<file path="src/rtl/conv_seq_controller.sv">
// Convolution pass sequencer: walks taps, output positions, filters and rows
// with internal counters; start/busy/done handshake, cfg checking, backpressure, abort.
module conv_seq_controller #(
  parameter int CNT_W       = 8,
  parameter int NUM_FILTERS = 4,
  parameter int FW          = $clog2(NUM_FILTERS + 1)
) (
  input  logic             clk,
  input  logic             rst_n,
  input  logic             start,
  input  logic             abort,
  input  logic [CNT_W-1:0] cfg_stride,
  input  logic [CNT_W-1:0] cfg_filter_len,
  input  logic [CNT_W-1:0] cfg_row_outputs,
  input  logic [CNT_W-1:0] cfg_num_rows,
  input  logic [FW-1:0]    cfg_num_filters,
  input  logic             av_data,
  input  logic             av_filter,
  input  logic             out_full,
  output logic             ld_stride,
  output logic             ld_filter_size,
  output logic             put_data,
  output logic             put_filter,
  output logic             clear_sum,
  output logic             store_buffer,
  output logic             next_filter,
  output logic             next_row,
  output logic [FW-1:0]    filter_sel,
  output logic             busy,
  output logic             done,
  output logic             cfg_err
);

  typedef enum logic [2:0] {
    S_IDLE, S_LOAD, S_RUN, S_COMMIT, S_DONE, S_ERR
  } state_t;

  localparam logic [FW-1:0]    NF_MAX = FW'(NUM_FILTERS);
  localparam logic [CNT_W-1:0] C_ONE  = CNT_W'(1);
  localparam logic [FW-1:0]    F_ONE  = FW'(1);

  state_t state, state_nx;

  logic [CNT_W-1:0] len_q, rout_q, rows_q;
  logic [FW-1:0]    nfilt_q;
  logic [CNT_W-1:0] tap_q, pos_q, row_q;
  logic [CNT_W-1:0] tap_nx, pos_nx, row_nx;
  logic [FW-1:0]    filt_q, filt_nx;
  logic             cfg_bad, fire;
  logic             last_tap, last_pos, last_filt, last_row;

  assign cfg_bad = (cfg_stride == '0) || (cfg_filter_len == '0) ||
                   (cfg_row_outputs == '0) || (cfg_num_rows == '0) ||
                   (cfg_num_filters == '0) || (cfg_num_filters > NF_MAX);

  assign fire      = av_data & av_filter;
  assign last_tap  = (tap_q  == len_q   - C_ONE);
  assign last_pos  = (pos_q  == rout_q  - C_ONE);
  assign last_filt = (filt_q == nfilt_q - F_ONE);
  assign last_row  = (row_q  == rows_q  - C_ONE);

  always_ff @(posedge clk or negedge rst_n) begin
    if (!rst_n) begin
      state  <= S_IDLE;
      tap_q  <= '0;
      pos_q  <= '0;
      filt_q <= '0;
      row_q  <= '0;
    end else begin
      state  <= state_nx;
      tap_q  <= tap_nx;
      pos_q  <= pos_nx;
      filt_q <= filt_nx;
      row_q  <= row_nx;
    end
  end

  always_ff @(posedge clk or negedge rst_n) begin
    if (!rst_n) begin
      len_q   <= '0;
      rout_q  <= '0;
      rows_q  <= '0;
      nfilt_q <= '0;
    end else if (state == S_LOAD) begin
      len_q   <= cfg_filter_len;
      rout_q  <= cfg_row_outputs;
      rows_q  <= cfg_num_rows;
      nfilt_q <= cfg_num_filters;
    end
  end

  always_comb begin
    state_nx       = state;
    tap_nx         = tap_q;
    pos_nx         = pos_q;
    filt_nx        = filt_q;
    row_nx         = row_q;
    ld_stride      = 1'b0;
    ld_filter_size = 1'b0;
    put_data       = 1'b0;
    put_filter     = 1'b0;
    clear_sum      = 1'b0;
    store_buffer   = 1'b0;
    next_filter    = 1'b0;
    next_row       = 1'b0;
    done           = 1'b0;
    cfg_err        = 1'b0;

    case (state)
      S_IDLE: if (start) state_nx = cfg_bad ? S_ERR : S_LOAD;
      S_LOAD: begin
        ld_stride      = 1'b1;
        ld_filter_size = 1'b1;
        tap_nx         = '0;
        pos_nx         = '0;
        filt_nx        = '0;
        row_nx         = '0;
        state_nx       = S_RUN;
      end
      S_RUN: begin
        put_data   = fire;
        put_filter = fire;
        if (fire) begin
          if (last_tap) begin
            tap_nx   = '0;
            state_nx = S_COMMIT;
          end else begin
            tap_nx = tap_q + C_ONE;
          end
        end
      end
      S_COMMIT: if (!out_full) begin
        store_buffer = 1'b1;
        clear_sum    = 1'b1;
        state_nx     = S_RUN;
        // position -> filter -> row carry chain; the final carry ends the pass
        if (!last_pos) begin
          pos_nx = pos_q + C_ONE;
        end else begin
          pos_nx      = '0;
          next_filter = 1'b1;
          if (!last_filt) begin
            filt_nx = filt_q + F_ONE;
          end else begin
            filt_nx  = '0;
            next_row = 1'b1;
            if (!last_row) begin
              row_nx = row_q + C_ONE;
            end else begin
              row_nx   = '0;
              state_nx = S_DONE;
            end
          end
        end
      end
      S_DONE: begin
        done     = 1'b1;
        state_nx = S_IDLE;
      end
      S_ERR: begin
        cfg_err  = 1'b1;
        state_nx = S_IDLE;
      end
      default: state_nx = S_IDLE;
    endcase

    if (abort && (state != S_IDLE)) begin
      ld_stride      = 1'b0;
      ld_filter_size = 1'b0;
      put_data       = 1'b0;
      put_filter     = 1'b0;
      clear_sum      = 1'b0;
      store_buffer   = 1'b0;
      next_filter    = 1'b0;
      next_row       = 1'b0;
      done           = 1'b0;
      cfg_err        = 1'b0;
      state_nx       = S_IDLE;
      tap_nx         = '0;
      pos_nx         = '0;
      filt_nx        = '0;
      row_nx         = '0;
    end
  end

  assign busy       = (state != S_IDLE);
  assign filter_sel = filt_q;

endmodule

</file>
<file path="config.mk">
export PLATFORM = sky130hd
export DESIGN_NAME = conv_seq_controller
export DESIGN_NICKNAME = d
export VERILOG_FILES = /design/src/rtl/conv_seq_controller.sv
export SDC_FILE = /design/constraint.sdc
export NUM_CORES = 1
export LEC_CHECK = 0
export ABC_AREA = 1
export BUFFER_PORTS_ARGS = -buffer_cell sky130_fd_sc_hd__buf_2
export CAP_MARGIN = 20
export CORE_MARGIN = 3
export CORE_UTILIZATION = 51
export DETAILED_ROUTE_END_ITERATION = 10
export PLACE_DENSITY = 0.73
export SLEW_MARGIN = 20
export SYNTH_ARGS = -nofsm -noshare
export SYNTH_HDL_FRONTEND = slang
export SYNTH_SLANG_ARGS = --single-unit
</file>
<file path="constraint.sdc">
create_clock -name clk -period 2.4 [get_ports clk]
set_input_delay 0.48 -clock clk [delete_from_list [all_inputs] [get_ports clk]]
set_output_delay 0.48 -clock clk [all_outputs]
set_load 0.05 [all_outputs]
</file>
==> impl_results.md <==
* Result of the run: complete, but fails checks
* Violated checks: setup timing
* Switching Fraction at 0.472
* Count of buffers from port buffering at 55
* Total leakage power at 0.00244 uW
* DRC violations left at 0
* Diodes inserted at 0
* Core Footprint at 7330 um2
* Largest fanout of any net on the critical path at 4
* Standard-cell row count at 31
* Clock-pin slew on the worst setup and hold paths at 70 ps
* Logic gate share of total power at 0.541
* Total wirelength of the detailed-routed design at 10,000 um
* Via count of the first global-routing pass at 3,681
* Clk pwr share at 0.180
* Hold violation total from the final report at 0
* Final estimated routing congestion in global placement at 0.854
* Startpoint class of the critical path: flip-flop
* Fraction of layout cells with a size suffix above 1 at 0.198
* Power per cell area at 1160 nW/um2
* Detail Placement HPWL at 7310 um
* Number of max-cap violations at 0
* Post-cts hold buffer count at 0
* Final count of negative-setup-slack endpoints at 2
* Synth warnings at 0
* Period utilisation layout at 1.08
* Worst vdd ir at 0.538 mV
* Time the final worst path needs with I/O delays and setup at 2600 ps
* Worst setup skew after layout at 8.46 ps
* Number of cells produced by synthesis at 576
* Yosys cell types at 38
* Data required time at the worst endpoint at 1920 ps
* Kind of capture point of the worst setup path: primary output
* Leading register cell type out of synthesis: sky130_fd_sc_hd__dfrtp_1
* Detailed-router iteration count before antenna repair at 5
* Clock buffer count from CTS at 9
* Die Width at 93.5 um
* Met2 routing resource usage after global routing at 0.406
* Setup WS post-layout at -201 ps
* Clock latency at the later pin of the worst-skew pair at 330 ps
* Portion of the post-synthesis area used by sequential elements at 0.366
* Total power draw at 5500 uW
* Largest buffer count on any clock path at 2
* Detailed-route via count at 3,851
* Internal portion of total power at 2910 uW
* Die span in y at 93.5 um
* Area enclosed by the die boundary at 8740 um2
* Filler instances at 670
* Clock tree from TritonCTS: done
* Wire length of the first global-routing pass at 16,600 um
* Starting Density at 0.532
* Classification of the worst-slack hold path: in -> async
* GRT Total Usage at 0.239
* Flop-to-flop setup slack at 20 ps
* Clock Sinks at 57
* Synth Register Bits at 57
* Relative slew margins at 0.503
* Violation count after the first detailed-route iteration at 265
* Actual slew at the worst max-slew pin at 746 ps
* Grt ovf at 0
* Peak clock frequency supported by timing at 0.384 GHz
* Number of synthesized flops with an enable pin at 0
* Area growth from synthesis to final layout at 21.1%
* Boundary Pins at 56
* Global Route met3 Usage at 0.0322
* Syn_nets at 626
* Most utilized layer in the global route result: met2
* Antenna violations before repair at 0
* Part of the total power dissipated in sequential elements at 0.279
* Worst endpoint data arrival time at 2120 ps
* Unrepaired setup endpoints after global routing: true
* Root buffer cell: sky130_fd_sc_hd__clkbuf_8
* Grt met1 use at 0.306
* Max Transition Viols Final at 0
* Cell area after technology mapping at 3900 um2
* ANT nets after route at 0
* Post-detailed-route wirelength per cell at 13.3 um
* Share of synthesized flip-flops with an asynchronous set or reset at 1.00
* Maximum number of pins on one net before global-route repair at 58
* Classification of the worst setup path: reg -> out
* Post-Synthesis Mean Instance Area at 6.78 um2
* DR vias/cell at 5.11
* Total number of nets in the final design at 701
* Minimum hold slack at 297 ps
* Net Switching at 2600 uW
* Number of H-tree levels at 3
==> Yosys cell counts, types with 2 or more instances <==
library cell	instances	area share
sky130_fd_sc_hd__ha_1	8	0.026
sky130_fd_sc_hd__a21oi_1	4	0.0051
sky130_fd_sc_hd__nor3_1	8	0.010
sky130_fd_sc_hd__clkbuf_1	3	0.0029
sky130_fd_sc_hd__nor4_1	5	0.0080
sky130_fd_sc_hd__nor2_1	75	0.072
sky130_fd_sc_hd__dfrtp_1	57	0.37
sky130_fd_sc_hd__buf_2	2	0.0026
sky130_fd_sc_hd__nand4_1	9	0.014
sky130_fd_sc_hd__nand3_1	44	0.056
sky130_fd_sc_hd__nand2_2	5	0.0080
sky130_fd_sc_hd__nor2_4	2	0.0058
sky130_fd_sc_hd__o21ai_0	34	0.044
sky130_fd_sc_hd__xor2_1	15	0.034
sky130_fd_sc_hd__nand2_4	2	0.0058
sky130_fd_sc_hd__inv_1	73	0.070
sky130_fd_sc_hd__buf_4	3	0.0058
sky130_fd_sc_hd__xnor2_1	16	0.036
sky130_fd_sc_hd__and3_1	3	0.0048
sky130_fd_sc_hd__o21ai_1	3	0.0038
sky130_fd_sc_hd__nor2_2	5	0.0080
sky130_fd_sc_hd__nor3_2	2	0.0051
sky130_fd_sc_hd__o22ai_1	2	0.0032
sky130_fd_sc_hd__nand2_1	182	0.18
==> path summary, 6_finish.rpt <==
kind | to | depth (start not counted) | startpoint
max | next_row | 14 | rout_q[0]
min in group clk | rout_q[5] | 3 | cfg_row_outputs[5]
min | len_q[2] | 2 | rst_n
max in group asynchronous | filter_sel[0] | 2 | rst_n
min reg2reg | len_q[7] | 2 | len_q[7]
max reg2reg | state[2] | 19 | rout_q[0]
==> cells by family (layout without fill, tap and decap cells) <==
| family | after synthesis | count (layout) | synth area share |
|---|---|---|---|
| AO/OA/AOI/OAI | 48 | 48 | 0.0683 |
| XOR/XNOR | 31 | 31 | 0.0696 |
| adder cells (fa/ha/maj) | 8 | 8 | 0.0257 |
| buffers and inverters | 86 | 165 | 0.0885 |
| flip-flops | 57 | 57 | 0.366 |
| multiplexers | 1 | 1 | 0.00257 |
| AND/OR/NAND/NOR | 345 | 345 | 0.380 |
==> metal layers <==
| layer | wire length [um] | share of wire | vias up |
|---|---|---|---|
| li1 | - | - | 1954 |
| met1 | 4620 | 0.46 | 1785 |
| met2 | 4810 | 0.48 | 92 |
| met3 | 364 | 0.036 | 20 |
| met4 | 233 | 0.023 | 0 |
| met5 | 0 | 0 | - |
==> critical path, stage by stage (launching register included) <==
cell and delay [ps]:
sky130_fd_sc_hd__dfrtp_1 410, sky130_fd_sc_hd__inv_2 100, sky130_fd_sc_hd__buf_4 110, sky130_fd_sc_hd__buf_4 120, sky130_fd_sc_hd__nand2_4 60, sky130_fd_sc_hd__inv_1 50
sky130_fd_sc_hd__nand2_1 40, sky130_fd_sc_hd__nand2_1 80, sky130_fd_sc_hd__nand2_1 70, sky130_fd_sc_hd__nand2_1 120, sky130_fd_sc_hd__nand2_2 80, sky130_fd_sc_hd__nor2_4 110
sky130_fd_sc_hd__nand2_4 90, sky130_fd_sc_hd__nor4_4 160, sky130_fd_sc_hd__buf_6 190
==> metrics by stage <==
step           std cells  setup WS (ps)  TNS [ps]   util  area, um2
2_1_floorplan        576          -33.1     -33.1      -       3930
3_3_place_gp         727           92.1         0  0.591       4330
4_1_cts              751           -186      -360  0.636       4660
3_5_place_dp         727           10.8         0  0.591       4330
5_1_grt              754           -324      -783  0.644       4720
6_report             754           -201      -352  0.644       4720
==> cell type report <==
| type | count | area, um2 | area share |
|---|---|---|---|
| sequential | 57 | 1430 | 0.302 |
| tap | 99 | 124 | 0.0262 |
| timing repair buffer | 75 | 438 | 0.0927 |
| multi-input combinational | 433 | 2240 | 0.475 |
| inverter | 75 | 282 | 0.0596 |
| clock buffer | 12 | 145 | 0.0307 |
| clock inverter | 3 | 65.1 | 0.0138 |
==> power by group through the flow <==
stage / registers (uW) / clock network (uW) / logic (uW)
4_1_cts: 1520 / 999 / 2810
3_3_place_gp: 1530 / 0 / 2560
2_1_floorplan: 1470 / 0 / 2050
3_5_place_dp: 1520 / 0 / 2640
5_1_grt: 1570 / 1050 / 3380
6_report: 1540 / 988 / 2980
==> sequential cells by signal, indices dropped and copies added, names as in the netlist <==
register    flops
row_q           8
state           3
tap_q           8
pos_q           8
rout_q          8
rows_q          8
len_q           8
filter_sel      3
nfilt_q         3
==> placed cells by master (no fill, tap or decap), drive strengths merged <==
cell | netlist | final
nor2 | 82 | 82
ha | 8 | 8
nor3 | 10 | 10
mux2i | 1 | 1
and3 | 3 | 3
o22ai | 2 | 2
dfrtp | 57 | 57
a31o | 1 | 1
inv | 74 | 74
clkbuf | 4 | 12
xnor2 | 16 | 16
nand3b | 1 | 1
nand2 | 189 | 189
and2 | 1 | 1
buf | 7 | 75
a21oi | 6 | 6
nand4 | 9 | 9
xor2 | 15 | 15
bufinv | 0 | 2
a22oi | 1 | 1
o21ai | 37 | 37
nor4 | 5 | 5
clkinv | 1 | 2
o31ai | 1 | 1
nand3 | 45 | 45
==> repair_timing <==
| item | CTS | global route |
|---|---|---|
| resized for setup | 16 | 13 |
| setup endpoints to repair | 2 | 4 |
| setup buffers | 10 | 3 |
| pin swaps | 4 | 5 |
Note: power is estimated with default switching activity, not from simulation.
